===== config.mk =====
export PLATFORM = sky130hd
export DESIGN_NAME = imm_encoder
export DESIGN_NICKNAME = d
export VERILOG_FILES = /design/src/rtl/imm_encoder.sv
export SDC_FILE = /design/constraint.sdc
export NUM_CORES = 1
export LEC_CHECK = 0
export ABC_AREA = 1
export BUFFER_PORTS_ARGS = -buffer_cell sky130_fd_sc_hd__buf_2
export CORE_ASPECT_RATIO = 0.7
export CORE_MARGIN = 5
export CORE_UTILIZATION = 40
export CTS_BUF_LIST = sky130_fd_sc_hd__clkbuf_8 sky130_fd_sc_hd__clkbuf_16
export CTS_CLUSTER_DIAMETER = 120
export DETAILED_ROUTE_END_ITERATION = 12
export PLACE_DENSITY_LB_ADDON = 0.05
export SETUP_SLACK_MARGIN = 0.1
export SLEW_MARGIN = 20
export SYNTH_ARGS = -nofsm -noshare
export SYNTH_HDL_FRONTEND = slang
export SYNTH_SLANG_ARGS = --single-unit

===== constraint.sdc =====
create_clock -name clk -period 1.9 [get_ports clk]
set_input_delay 0.095 -clock clk [delete_from_list [all_inputs] [get_ports clk]]
set_output_delay 0.095 -clock clk [all_outputs]
set_load 0.005 [all_outputs]

===== src/rtl/imm_encoder.sv =====
// imm_encoder: packs an immediate and register/opcode fields into an RV32I instruction word,
// flags immediates the selected format cannot represent, and counts delivered and errored beats.
module imm_encoder #(
   parameter int CNT_W = 16
) (
   input  logic             clk,
   input  logic             rst_n,
   input  logic             in_valid,
   output logic             in_ready,
   input  logic [2:0]       imm_sel,
   input  logic [31:0]      imm,
   input  logic [6:0]       opcode,
   input  logic [4:0]       rd,
   input  logic [4:0]       rs1,
   input  logic [4:0]       rs2,
   input  logic [2:0]       funct3,
   output logic             out_valid,
   input  logic             out_ready,
   output logic [31:0]      inst,
   output logic             err,
   input  logic             cnt_clr,
   output logic [CNT_W-1:0] enc_count,
   output logic [CNT_W-1:0] err_count
);
   localparam logic [2:0] I_TYPE = 3'd0, S_TYPE = 3'd1, B_TYPE = 3'd2, U_TYPE = 3'd3, J_TYPE = 3'd4;

   logic [31:0] packed_inst;
   logic        packed_err;
   logic        fits_11, fits_12, fits_20, hs;

   // An immediate fits when every bit above the format's sign bit copies it.
   assign fits_11 = &imm[31:11] | ~|imm[31:11];
   assign fits_12 = &imm[31:12] | ~|imm[31:12];
   assign fits_20 = &imm[31:20] | ~|imm[31:20];

   always_comb begin
      packed_inst = (imm_sel == I_TYPE) ? {imm[11:0], rs1, funct3, rd, opcode} :
                    (imm_sel == S_TYPE) ? {imm[11:5], rs2, rs1, funct3, imm[4:0], opcode} :
                    (imm_sel == B_TYPE) ? {imm[12], imm[10:5], rs2, rs1, funct3, imm[4:1], imm[11], opcode} :
                    (imm_sel == U_TYPE) ? {imm[31:12], rd, opcode} :
                    (imm_sel == J_TYPE) ? {imm[20], imm[10:1], imm[11], imm[19:12], rd, opcode} :
                                          {25'd0, opcode};
      packed_err  = (imm_sel == I_TYPE || imm_sel == S_TYPE) ? !fits_11 :
                    (imm_sel == B_TYPE) ? (!fits_12 || imm[0]) :
                    (imm_sel == U_TYPE) ? (|imm[11:0]) :
                    (imm_sel == J_TYPE) ? (!fits_20 || imm[0]) :
                                          1'b1;
   end

   assign in_ready = !out_valid || out_ready;
   assign hs       = out_valid && out_ready;

   always_ff @(posedge clk or negedge rst_n) begin
      if (!rst_n) begin
         out_valid <= 1'b0;
         inst      <= '0;
         err       <= 1'b0;
      end else if (in_valid && in_ready) begin
         out_valid <= 1'b1;
         inst      <= packed_inst;
         err       <= packed_err;
      end else if (out_ready) begin
         out_valid <= 1'b0;
      end
   end

   always_ff @(posedge clk or negedge rst_n) begin
      if (!rst_n) begin
         enc_count <= '0;
         err_count <= '0;
      end else begin
         enc_count <= cnt_clr ? '0 : hs ? enc_count + CNT_W'(1) : enc_count;
         err_count <= cnt_clr ? '0 : (hs && err && !(&err_count)) ? err_count + CNT_W'(1) : err_count;
      end
   end
endmodule


=== After elaboration in Yosys (flattened, before gate mapping) ===
Cells that the tools add are included.

* Word-level logic and storage cells: 57
* Register bits: 66
* Bits of input ports: 65

* Reductions and logical operators: 28
* Equal/unequal tests: 4
* $add $sub $neg: 2
* Bitwise gates (word level): 3
* Muxes and demuxes: 15

{| class="wikitable"
|+ Operators with widths
! cell !! number
|-
| 32-bit two-way mux || 5
|-
| 16-bit two-way mux || 4
|-
| 16-bit by 1-bit adder with 16-bit output (second input constant) || 2
|-
| 12-bit OR reduction || 2
|-
| 21-bit AND reduction || 1
|-
| 21-bit OR reduction || 1
|-
| 20-bit AND reduction || 1
|-
| 20-bit OR reduction || 1
|-
| 16-bit AND reduction || 1
|-
| 12-bit AND reduction || 1
|-
| 1-bit zero test || 8
|-
| 3-bit by 2-bit equality test with 1-bit output (second input constant) || 2
|-
| 1-bit two-way mux || 6
|-
| 2-bit nonzero test || 3
|-
| 1-bit logical AND || 4
|-
| 1-bit logical OR || 4
|-
| 3-bit by 1-bit equality test with 1-bit output (second input constant) || 1
|-
| 3-bit equality test (second input constant) || 1
|-
| 3-bit zero test || 1
|-
| 1-bit OR || 3
|}

=== Depth between registers and ports, before layout ===
Gate-level depths: netlist (run 1).

* Word-level depth: 9
* Mapped depth: 11
* Depth with buffers taken out: 10

=== Worst setup path after synthesis (run 1) ===
Ideal clock, no wire load.

* Path type: reg-to-reg
* From: register err_count[0]
* To: register err_count[10]
* Arrival time: 1.603 ns
* Buffers on the path: 1
* Clock period less this slack: 1.677 ns
* Slack: 0.223 ns
* Setup time: 0.074 ns
* Stages on the path, launching flop included: 10
* Data required time: 1.826 ns
* Path through: dfrtp_1 -> ha_1 -> nand2_1 -> nor2_4 -> nand4_2 -> nor2_2 -> nor2_2 -> buf_2 -> nand4_1 -> o21ai_2

* Longest elaborated chain between the ends: 4
* Elaborated cells on any way between the ends: 7
* Those cells by class: 1 x add/sub; 2 x mux; 4 x reduce/logical

{| class="wikitable"
|+ RTL lines
! item !! RTL line !! source
|-
| start, declared || 23 || <nowiki>output logic [CNT_W-1:0] err_count</nowiki>
|-
| start signal, assigned || 73 || <nowiki>err_count <= cnt_clr ? '0 : (hs && err && !(&err_count)) ? err_count + CNT_W'(1) : err_count;</nowiki>
|-
| branches (longest 4 deep; another with 16-bit by 1-bit adder with 16-bit output) || - ||
|}

Several ways; the timed one is not identified. The select of a mux whose other input is x is not followed.
A chain may end at the register's enable or synchronous reset.

=== Worst setup path after layout (run 1) ===
* From: register err_count[1]
* To: register err_count[0]

* Longest elaborated chain between the ends: 4

{| class="wikitable"
|+ RTL lines
! item !! RTL line
|-
| 16-bit AND reduction || 73
|-
| 1-bit zero test || 73
|-
| 1-bit logical AND || 73
|-
| 2-bit nonzero test (no source line) || -
|}

Every way passes these cells.

==> reports/results.txt, run 1 <==
Area Overhead vs Synth: 33.2%
CP endpoint kind: register
P_leak: 0.00260 uW
layout cells sized above 1: 0.264
fin cells: 801
final setup margin: 0.207 ns
post-synth top area share: 0.436
skew final: 0.00623 ns
Critical-path top delay cell: dfrtp_1
status: complete, no violations
CP delay by family, top: simple AND/OR/NAND/NOR gates
Avg Inst Size Synth: 7.22 um2
WL final: 11.5 mm
sequential area share after synthesis: 0.436
RSZ-0062 raised after global routing: true
clock sink count: 66
core area: 9140 um2
Reg clk slew, reported paths: 0.06 ns
Hold Path Class: input pin to register
WS Path Type: register to register
Antenna Diode Count: 0
Skew-Pair Late Insertion Delay: 0.33 ns
CTS Buf Count: 9
dominant register cell in the synthesized netlist: dfrtp_1
CP max FO: 13
H-tree levels: 3
#FFs+latches synth: 66
CP arrival: 1.90 ns
via count: 3,999
final hold violations: 0
Worst setup SP type: register
crit share post-route: 0.891
All-Layer GR Usage: 0.198
Bufs and invs on worst path: 1
synth warn: 0
Filler cells: 941
DR pass1 iterations: 5
Syn Inst Count: 525
CTS tree: built
grt total ovfl: 0
Core Util, Final: 0.552
gpl congestion: 0.904
number of synthesized flops with an enable pin: 0
Yosys top cell by area: dfrtp_1
die width: 126 um
power density cells: 766 nW/um2
DR iter-0 viols: 266
synthesized cell area: 3790 um2
minimum clock period: 1.69 ns
Max clock buf depth: 2
placed cell area: 4610 um2
Crit path largest cell delay: 0.40 ns
dpl cells: 775
dpl hpwl: 8.65 mm
row count: 29
vias in the first global route: 3,756
Pins Over Slew Limit: 0
wire per inst: 14.4 um
Design Area, Final: 5050 um2
Final setup violation count: 0
worst-margin pin slew: 0.800 ns
Max Freq: 591 MHz
setup_tns: 0 ns
peak supply drop: 0.473 mV
Worst slew margin: 0.466
critical-path cell list: ha_2, nand2_1, nor2_4, nand4_4, nor2_4, nor2_4, buf_4, o21ai_0, a21oi_1
die area: 11,600 um2
Clock Tree Root: clkbuf_16
WP data required: 2.11 ns
# Max-Cap Violations: 0
multi-input combinational cell area: 1920 um2
largest net degree at the start of global routing: 67
most frequent CP cell: nor2_4
DRC: 0
Top-Level Pins: 132
Routed Antenna Nets: 0
Via density: 4.99
Starting Density: 0.414
Synth async-reset ratio: 1.00
Buffers on Ports: 131
total nets after synthesis: 592
Die H: 91.4 um
first-pass GRT wire length: 18.6 mm
Nets: 739
register area: 1650 um2
initial antenna violation count: 1
pre-CTS setup slack: 0.120 ns
Synth area leaders: dfrtp_1, nand2_1, nor2_1
Netlist cell types: 34
[timing repair]
item	CTS	global route
endpoints found under the setup margin	0	17
buffers inserted	0	2
hold buffers	8	0
endpoints found under the hold margin	73	0
resized for setup	0	10
[where the power goes]
| group | internal, uW | switching, uW | leakage, uW |
|---|---|---|---|
| clock network | 1050 | 629 | 0.000149 |
| logic | 250 | 362 | 0.00158 |
| registers | 1520 | 58.9 | 0.000861 |
| total | 2820 | 1050 | 0.00260 |
[registers in the layout (all words and copies together), names as in the netlist]
| register | count |
|---|---|
| enc_count | 16 |
| err | 1 |
| err_count | 16 |
| inst | 32 |
| out_valid | 1 |
[worst paths after layout]
path                               from           end  slack, ns  cells after the start
setup / recovery           err_count[1]  err_count[0]       0.21                      9
hold / removal                   imm[9]      inst[29]       0.03                      3
setup reg to reg           err_count[1]  err_count[0]       0.21                      9
hold reg to reg                inst[22]      inst[22]       0.47                      2
max in group asynchronous         rst_n  enc_count[6]       1.28                      3
min in group asynchronous         rst_n       inst[9]       0.28                      3
[stage by stage]
step | power, uW | hold WS (ns)
after floorplan | 1870 | -0.201
after detailed placement | 2200 | 0.148
final | 3870 | 0.0274
after CTS | 3910 | 0.0136
after global routing | 4060 | 0.0258
after global placement | 2190 | 0.146
[synth_stat cells, types with 5 or more instances]
library cell    n
o21ai_0        32
o21ai_2         7
nor3_1         18
a22oi_1         7
o211ai_1        9
a21oi_1        12
nand2_1       166
inv_1          50
nor2_1         64
dfrtp_1        66
clkbuf_1       10
xor2_1          5
nand3_1        24
nand4_1        17
a31oi_1        10
[cells in the final DEF (no fill, tap or decap), types with 2 or more instances in the layout]
master | synthesis | routed
inv_1 | 50 | 50
dfrtp_1 | 66 | 66
or2_2 | 3 | 3
nand3b_1 | 3 | 3
nor2_1 | 64 | 63
o211ai_1 | 9 | 9
nand3_1 | 24 | 24
o21ai_0 | 32 | 31
o22ai_1 | 2 | 2
o21ai_2 | 7 | 7
buf_4 | 0 | 9
a22oi_1 | 7 | 7
a31oi_1 | 10 | 10
xor2_1 | 5 | 5
o21ai_1 | 1 | 2
nand2_1 | 166 | 166
nor3_1 | 18 | 17
nand4_1 | 17 | 17
a21oi_1 | 12 | 12
dlygate4sd3_1 | 0 | 8
nor2_4 | 1 | 4
clkinv_2 | 0 | 2
clkbuf_16 | 0 | 9
buf_2 | 2 | 131
[worst register-to-register path: stages (launching register included)]
cell and delay, ns:
dfrtp_1 0.40, ha_2 0.20, nand2_1 0.10, nor2_4 0.18
nand4_4 0.12, nor2_4 0.13, nor2_4 0.06, buf_4 0.19
o21ai_0 0.15, a21oi_1 0.06
[routing by layer]
layer	track usage	vias up	routed length, um
li1	-	2031	-
met1	0.302	1815	5870
met2	0.270	139	4650
met3	0.0639	12	904
met4	0.0429	2	96
met5	0	-	11
[kinds of logic after synthesis]
kind of cell    Yosys count  synth area share
flops                    66             0.436
buf+inv                  65            0.0670
simple gates            304             0.345
xor+xnor                  6            0.0139
compound gates           82             0.132
fa+ha+maj                 2           0.00660
[area by class of cell]
type | instances | area share
Tap cell | 124 | 0.0307
Sequential cell | 66 | 0.327
Clock inverter | 6 | 0.0129
Clock buffer | 10 | 0.0473
Inverter | 52 | 0.0391
Multi-Input combinational cell | 394 | 0.380
Timing Repair Buffer | 149 | 0.163
Power figures use the tool's default switching activity.
==> run 2, diff against run 1 <==
--- a/config.mk
+++ b/config.mk
@@ -8,7 +8,7 @@
 export ABC_AREA = 1
 export BUFFER_PORTS_ARGS = -buffer_cell sky130_fd_sc_hd__buf_2
 export CORE_ASPECT_RATIO = 0.7
-export CORE_MARGIN = 5
+export CORE_MARGIN = 10
 export CORE_UTILIZATION = 40
 export CTS_BUF_LIST = sky130_fd_sc_hd__clkbuf_8 sky130_fd_sc_hd__clkbuf_16
 export CTS_CLUSTER_DIAMETER = 120
==> reports/results.txt, run 2 (synthesized netlist as in run 1, its figures left out) <==
gpl congestion: 0.930 (+2.9%)
max FFs per register: 32 (unchanged)
worst-margin pin slew: 0.779 ns (-0.0214 ns)
Filler cells: 914 (-2.9%)
dpl hpwl: 9.53 mm (+10%)
P_leak: 0.00260 uW (+0.35%)
Sw Ratio: 0.259 (-0.0118)
Critical-path top delay cell: dfrtp_1
row count: 29 (unchanged)
Design Area, Final: 5060 um2 (+0.30%)
Reg with most FFs: inst
die area: 13,800 um2 (+20%)
Reg clk slew, reported paths: 0.06 ns (about the same)
minimum clock period: 1.68 ns (-0.0142 ns)
most frequent CP cell: nor2_4
power density cells: 799 nW/um2 (+4.2%)
status: complete, no violations
skew final: 0.00664 ns (+0.000406 ns)
Worst setup SP type: register
Die H: 101 um (+11%)
worst reg-to-reg setup slack: 0.22 ns (about the same)
fin cells: 801 (unchanged)
CP max FO: 14 (+1)
clock sink count: 66 (unchanged)
Seq pwr share: 0.391 (-0.016)
Top-Level Pins: 132 (unchanged)
grt total ovfl: 0 (unchanged)
final hold violations: 0 (unchanged)
CP delay by family, top: simple AND/OR/NAND/NOR gates
WP data required: 2.14 ns (+0.03 ns)
Area Overhead vs Synth: 33.6%
HP Start: imm[6]
core area: 9140 um2 (unchanged)
DRC: 0 (unchanged)
Critical R2R Launch: err_count[1]
most frequent cells in the layout: nand2_1, buf_2, dfrtp_1
DR pass1 iterations: 5 (unchanged)
vias in the first global route: 3,753 (-0.080%)
WHS Endpoint: inst[26]
largest net degree at the start of global routing: 67 (unchanged)
first-pass GRT wire length: 19.6 mm (+5.7%)
critical-path cell list: ha_1, nand2_1, nor2_4, nand4_2, nor2_2, nor2_4, nor2_8, inv_4, o21ai_0
Max Freq: 596 MHz (+0.85%)
crit share post-route: 0.884 (-0.00747)
wire per inst: 15.3 um (+6.0%)
setup_tns: 0 ns (unchanged)
Critical R2R Capture: err_count[4]
commonest non-fill, non-tap cell in the layout: nand2_1
Via density: 4.98 (-0.28%)
WL final: 12.2 mm (+6.0%)
Buffers on Ports: 131 (unchanged)
hold depth: 3 (unchanged)
Crit path largest cell delay: 0.39 ns (about the same)
Routed Antenna Nets: 0 (unchanged)
Starting Density: 0.414 (unchanged)
Bufs and invs on worst path: 1 (unchanged)
All-Layer GR Usage: 0.177 (-0.0212)
die width: 136 um (+7.9%)
dpl cells: 777 (+0.26%)
WS Path Type: register to register
Pins Over Slew Limit: 0 (unchanged)
# Max-Cap Violations: 0 (unchanged)
initial antenna violation count: 0 (-1)
H-tree levels: 3 (unchanged)
via count: 3,988 (-0.28%)
Nets: 739 (unchanged)
Final setup violation count: 0 (unchanged)
CTS Buf Count: 9 (unchanged)
Max clock buf depth: 2 (unchanged)
placed cell area: 4630 um2 (+0.33%)
Hold Path Class: input pin to register
Psw: 1050 uW (about the same)
combinational share of power: 0.153 (-0.005)
CP endpoint kind: register
worst reg2reg path depth: 9 (unchanged)
Pwr Total: 4050 uW (+4.5%)
clock power share: 0.457 (+0.023)
Skew-Pair Late Insertion Delay: 0.33 ns (about the same)
layout cells sized above 1: 0.263 (-0.00148)
peak supply drop: 0.486 mV (+2.6%)
Internal: 3000 uW (+6.2%)
RSZ-0062 raised after global routing: true
Worst slew margin: 0.480 (+0.0143)
Clock Tree Root: clkbuf_16
DR iter-0 viols: 218 (-18%)
Largest regs: inst (32), enc_count (16), err_count (16)
CP arrival: 1.92 ns (+0.02 ns)
Antenna Diode Count: 0 (unchanged)
CTS tree: built
## run 2: cell count changes in the layout (fill, tap and decap cells not counted), sizes merged
cell,before,now
bufinv,1,2
clkbuf,10,11
clkinv,4,2
## run 2: routing by layer
| layer | up-vias | routed length [um] | share of wire | global-route usage |
|---|---|---|---|---|
| li1 | 2035 | - | - | - |
| met1 | 1825 | 6120 | 0.50 | 0.249 |
| met2 | 118 | 5120 | 0.42 | 0.247 |
| met3 | 10 | 933 | 0.076 | 0.0668 |
| met4 | 0 | 50 | 0.0041 | 0.0457 |
| met5 | - | 0 | 0 | 0 |
## run 2: worst max path at each step
stage,startpoint,to,slack [ns],depth (start not counted)
floorplan,err_count[0],err_count[10],0.22,9
global placement,err_count[1],err_count[2],0.18,9
detailed placement,err_count[1],err_count[4],0.11,9
CTS,enc_count[1],enc_count[12],0.15,10
global route,enc_count[1],enc_count[12],0.08,10
finish,err_count[1],err_count[4],0.22,9
## run 2: stage by stage
stage	util	setup WS (ns)	hold slack (ns)
2_1_floorplan	-	0.223	-0.201
3_3_place_gp	0.506	0.177	0.141
3_5_place_dp	0.506	0.107	0.148
4_1_cts	0.552	0.148	0.00522
5_1_grt	0.554	0.0768	0.00656
6_report	0.554	0.221	0.0230
## run 2: layout make-up
type	instances	area (um2)	share of cell area
inverter	52	198	0.0390
timing repair buffer	149	823	0.163
clock buffer	11	253	0.0499
clock inverter	5	85.1	0.0168
sequential	66	1650	0.326
tap	124	155	0.0306
multi-input combinational	394	1900	0.375
## run 2: worst min-delay path, delay by kind of cell
| kind | cells | cell delay [ns] |
|---|---|---|
| compound gates | 1 | 0.06 |
| buf+inv | 1 | 0.10 |
| simple gates | 1 | 0.05 |
## run 2: timing repair
| item | in CTS | in global routing |
|---|---|---|
| endpoints found under the setup margin | 1 | 5 |
| endpoints found under the hold margin | 73 | 0 |
| resized for setup | 1 | 4 |
| cloned | 0 | 0 |
| buffers inserted | 0 | 0 |
| hold buffers | 8 | 0 |
## run 2: power groups by stage
stage / registers, uW / clock network [uW] / logic, uW
6_report: 1580 / 1850 / 618
5_1_grt: 1600 / 1960 / 702
4_1_cts: 1580 / 1900 / 623
3_5_place_dp: 1610 / 0 / 608
3_3_place_gp: 1600 / 0 / 602
2_1_floorplan: 1610 / 0 / 253
==> run 3, diff against run 2 <==
--- a/config.mk
+++ b/config.mk
@@ -7,9 +7,11 @@
 export LEC_CHECK = 0
 export ABC_AREA = 1
 export BUFFER_PORTS_ARGS = -buffer_cell sky130_fd_sc_hd__buf_2
+export CELL_PAD_IN_SITES_DETAIL_PLACEMENT = 1
+export CELL_PAD_IN_SITES_GLOBAL_PLACEMENT = 1
 export CORE_ASPECT_RATIO = 0.7
 export CORE_MARGIN = 10
-export CORE_UTILIZATION = 40
+export CORE_UTILIZATION = 35
 export CTS_BUF_LIST = sky130_fd_sc_hd__clkbuf_8 sky130_fd_sc_hd__clkbuf_16
 export CTS_CLUSTER_DIAMETER = 120
 export DETAILED_ROUTE_END_ITERATION = 12
==> reports/results.txt, run 3 (synthesized netlist as in run 1, its figures left out) <==
die area: 15,500 um2 (+12%)
minimum clock period: 1.68 ns (+0.00449 ns)
Critical-path top delay cell: dfrtp_1
Final setup violation count: 0 (unchanged)
HP Start: imm[10]
die width: 144 um (+5.9%)
DR pass1 iterations: 4 (-1)
power density cells: 802 nW/um2 (+0.43%)
most frequent cells in the layout: nand2_1, buf_2, dfrtp_1
Starting Density: 0.362 (-0.0526)
CP delay by family, top: simple AND/OR/NAND/NOR gates
CTS tree: built
WS Path Type: register to register
Buffers on Ports: 131 (unchanged)
Nets: 753 (+1.9%)
Reg with most FFs: inst
layout cells sized above 1: 0.282 (+0.0193)
CP arrival: 1.91 ns (about the same)
Max Freq: 594 MHz (-0.27%)
Antenna Diode Count: 0 (unchanged)
combinational share of power: 0.153 (about the same)
Max clock buf depth: 2 (unchanged)
gpl congestion: 0.891 (-4.1%)
crit share post-route: 0.886 (+0.00236)
H-tree levels: 3 (unchanged)
peak supply drop: 0.409 mV (-16%)
Critical R2R Capture: err_count[14]
vias in the first global route: 4,404 (+17%)
final hold violations: 0 (unchanged)
critical-path cell list: ha_2, nand2_1, nor2_4, nand4_2, nor2_4, nor2_4, nor2_8, inv_4, nand2_1, nand2_1
core area: 10,500 um2 (+15%)
pre-CTS setup slack: -0.275 ns (-0.383 ns)
via count: 4,212 (+5.6%)
placed cell area: 4710 um2 (+1.8%)
Skew-Pair Late Insertion Delay: 0.33 ns (about the same)
Clock Tree Root: clkbuf_16
Crit path largest cell delay: 0.38 ns (about the same)
row count: 31 (+6.9%)
initial antenna violation count: 1 (+1)
dpl hpwl: 11.0 mm (+16%)
worst reg-to-reg setup slack: 0.22 ns (about the same)
Top-Level Pins: 132 (unchanged)
clock sink count: 66 (unchanged)
grt total ovfl: 0 (unchanged)
commonest non-fill, non-tap cell in the layout: nand2_1
hold depth: 3 (unchanged)
WP data required: 2.12 ns (-0.02 ns)
Worst slew margin: 0.440 (-0.0399)
Via density: 5.12 (+2.8%)
CP endpoint kind: register
RSZ-0062 raised after global routing: false
Core Util, Final: 0.497 (-0.0573)
WHS Endpoint: inst[30]
Pins Over Slew Limit: 0 (unchanged)
Bufs and invs on worst path: 1 (unchanged)
CP max FO: 14 (unchanged)
Design Area, Final: 5200 um2 (+2.7%)
Seq pwr share: 0.381 (-0.010)
worst reg2reg path depth: 10 (+1)
Sw Ratio: 0.267 (+0.00781)
P_leak: 0.00268 uW (+2.8%)
largest net degree at the start of global routing: 67 (unchanged)
DRC: 0 (unchanged)
Worst setup SP type: register
dpl cells: 795 (+2.3%)
Die H: 107 um (+5.5%)
status: complete, no violations
Critical R2R Launch: err_count[1]
fin cells: 823 (+2.7%)
Routed Antenna Nets: 0 (unchanged)
WL final: 14.3 mm (+17%)
Hold Path Class: input pin to register
Largest regs: inst (32), enc_count (16), err_count (16)
Reg clk slew, reported paths: 0.06 ns (about the same)
Area Overhead vs Synth: 37.2%
Psw: 1110 uW (+6.2%)
wire per inst: 17.3 um (+14%)
worst-margin pin slew: 0.839 ns (+0.0597 ns)
clock power share: 0.467 (+0.010)
final setup margin: 0.217 ns (-0.00449 ns)
Internal: 3060 uW (+2.0%)
first-pass GRT wire length: 23.0 mm (+17%)
skew final: 0.00629 ns (-0.000352 ns)
# Max-Cap Violations: 0 (unchanged)
max FFs per register: 32 (unchanged)
All-Layer GR Usage: 0.185 (+0.00854)
CTS Buf Count: 9 (unchanged)
DR iter-0 viols: 219 (+0.46%)
## run 3: final cells by class
cell class              instances  area [um2]
inverters                      52         198
flip-flops and latches         66        1650
fillers                      1384        5270
well taps                     132         165
clock buffers                   9         225
clock inverters                 7         118
multi-input cells             394        1910
repair buffers                163         928
## run 3: power by group through the flow
stage	clock network (uW)	registers (uW)	logic [uW]
CTS	1970	1590	639
finish	1950	1590	637
global placement	0	1610	599
detailed placement	0	1610	617
global route	2050	1600	720
floorplan	0	1610	253
## run 3: routing by layer
layer / global-route usage / vias to the layer above / share of wire
li1: - / 2055 / -
met2: 0.279 / 95 / 0.45
met1: 0.256 / 2056 / 0.50
met4: 0.0403 / 0 / 0.0047
met3: 0.0538 / 6 / 0.054
met5: 0 / - / 0
## run 3: worst reg2reg max path, stage by stage, from the launching register on
cell	delay [ns]
dfrtp_1	0.38
ha_2	0.20
nand2_1	0.11
nor2_4	0.16
nand4_2	0.15
nor2_4	0.14
nor2_4	0.07
nor2_8	0.13
inv_4	0.11
nand2_1	0.08
nand2_1	0.05
## run 3: how the worst max path moves through the flow
stage                      start            end  slack (ns)  cells past startpoint
finish              err_count[1]  err_count[14]        0.22                     10
floorplan           err_count[0]  err_count[10]        0.22                      9
global route        err_count[1]  err_count[14]        0.08                     10
global placement    err_count[1]   err_count[4]       -0.18                      9
CTS                 enc_count[1]  enc_count[12]        0.13                     10
detailed placement  err_count[1]   err_count[2]       -0.28                      9
## run 3: repair_timing
action	4_1_cts	5_1_grt
buffers inserted	2	2
setup endpoints to repair	16	17
gates resized for setup	1	11
hold buffers	8	0
endpoints found under the hold margin	73	0
pin swaps	1	0
## run 3: stage by stage
stage / total power, uW / hold slack [ns] / setup TNS (ns)
floorplan: 1870 / -0.201 / 0
global placement: 2210 / 0.142 / -2.02
detailed placement: 2230 / 0.145 / -3.23
CTS: 4200 / 0.0147 / 0
global route: 4370 / 0.0278 / 0
finish: 4170 / 0.0211 / 0
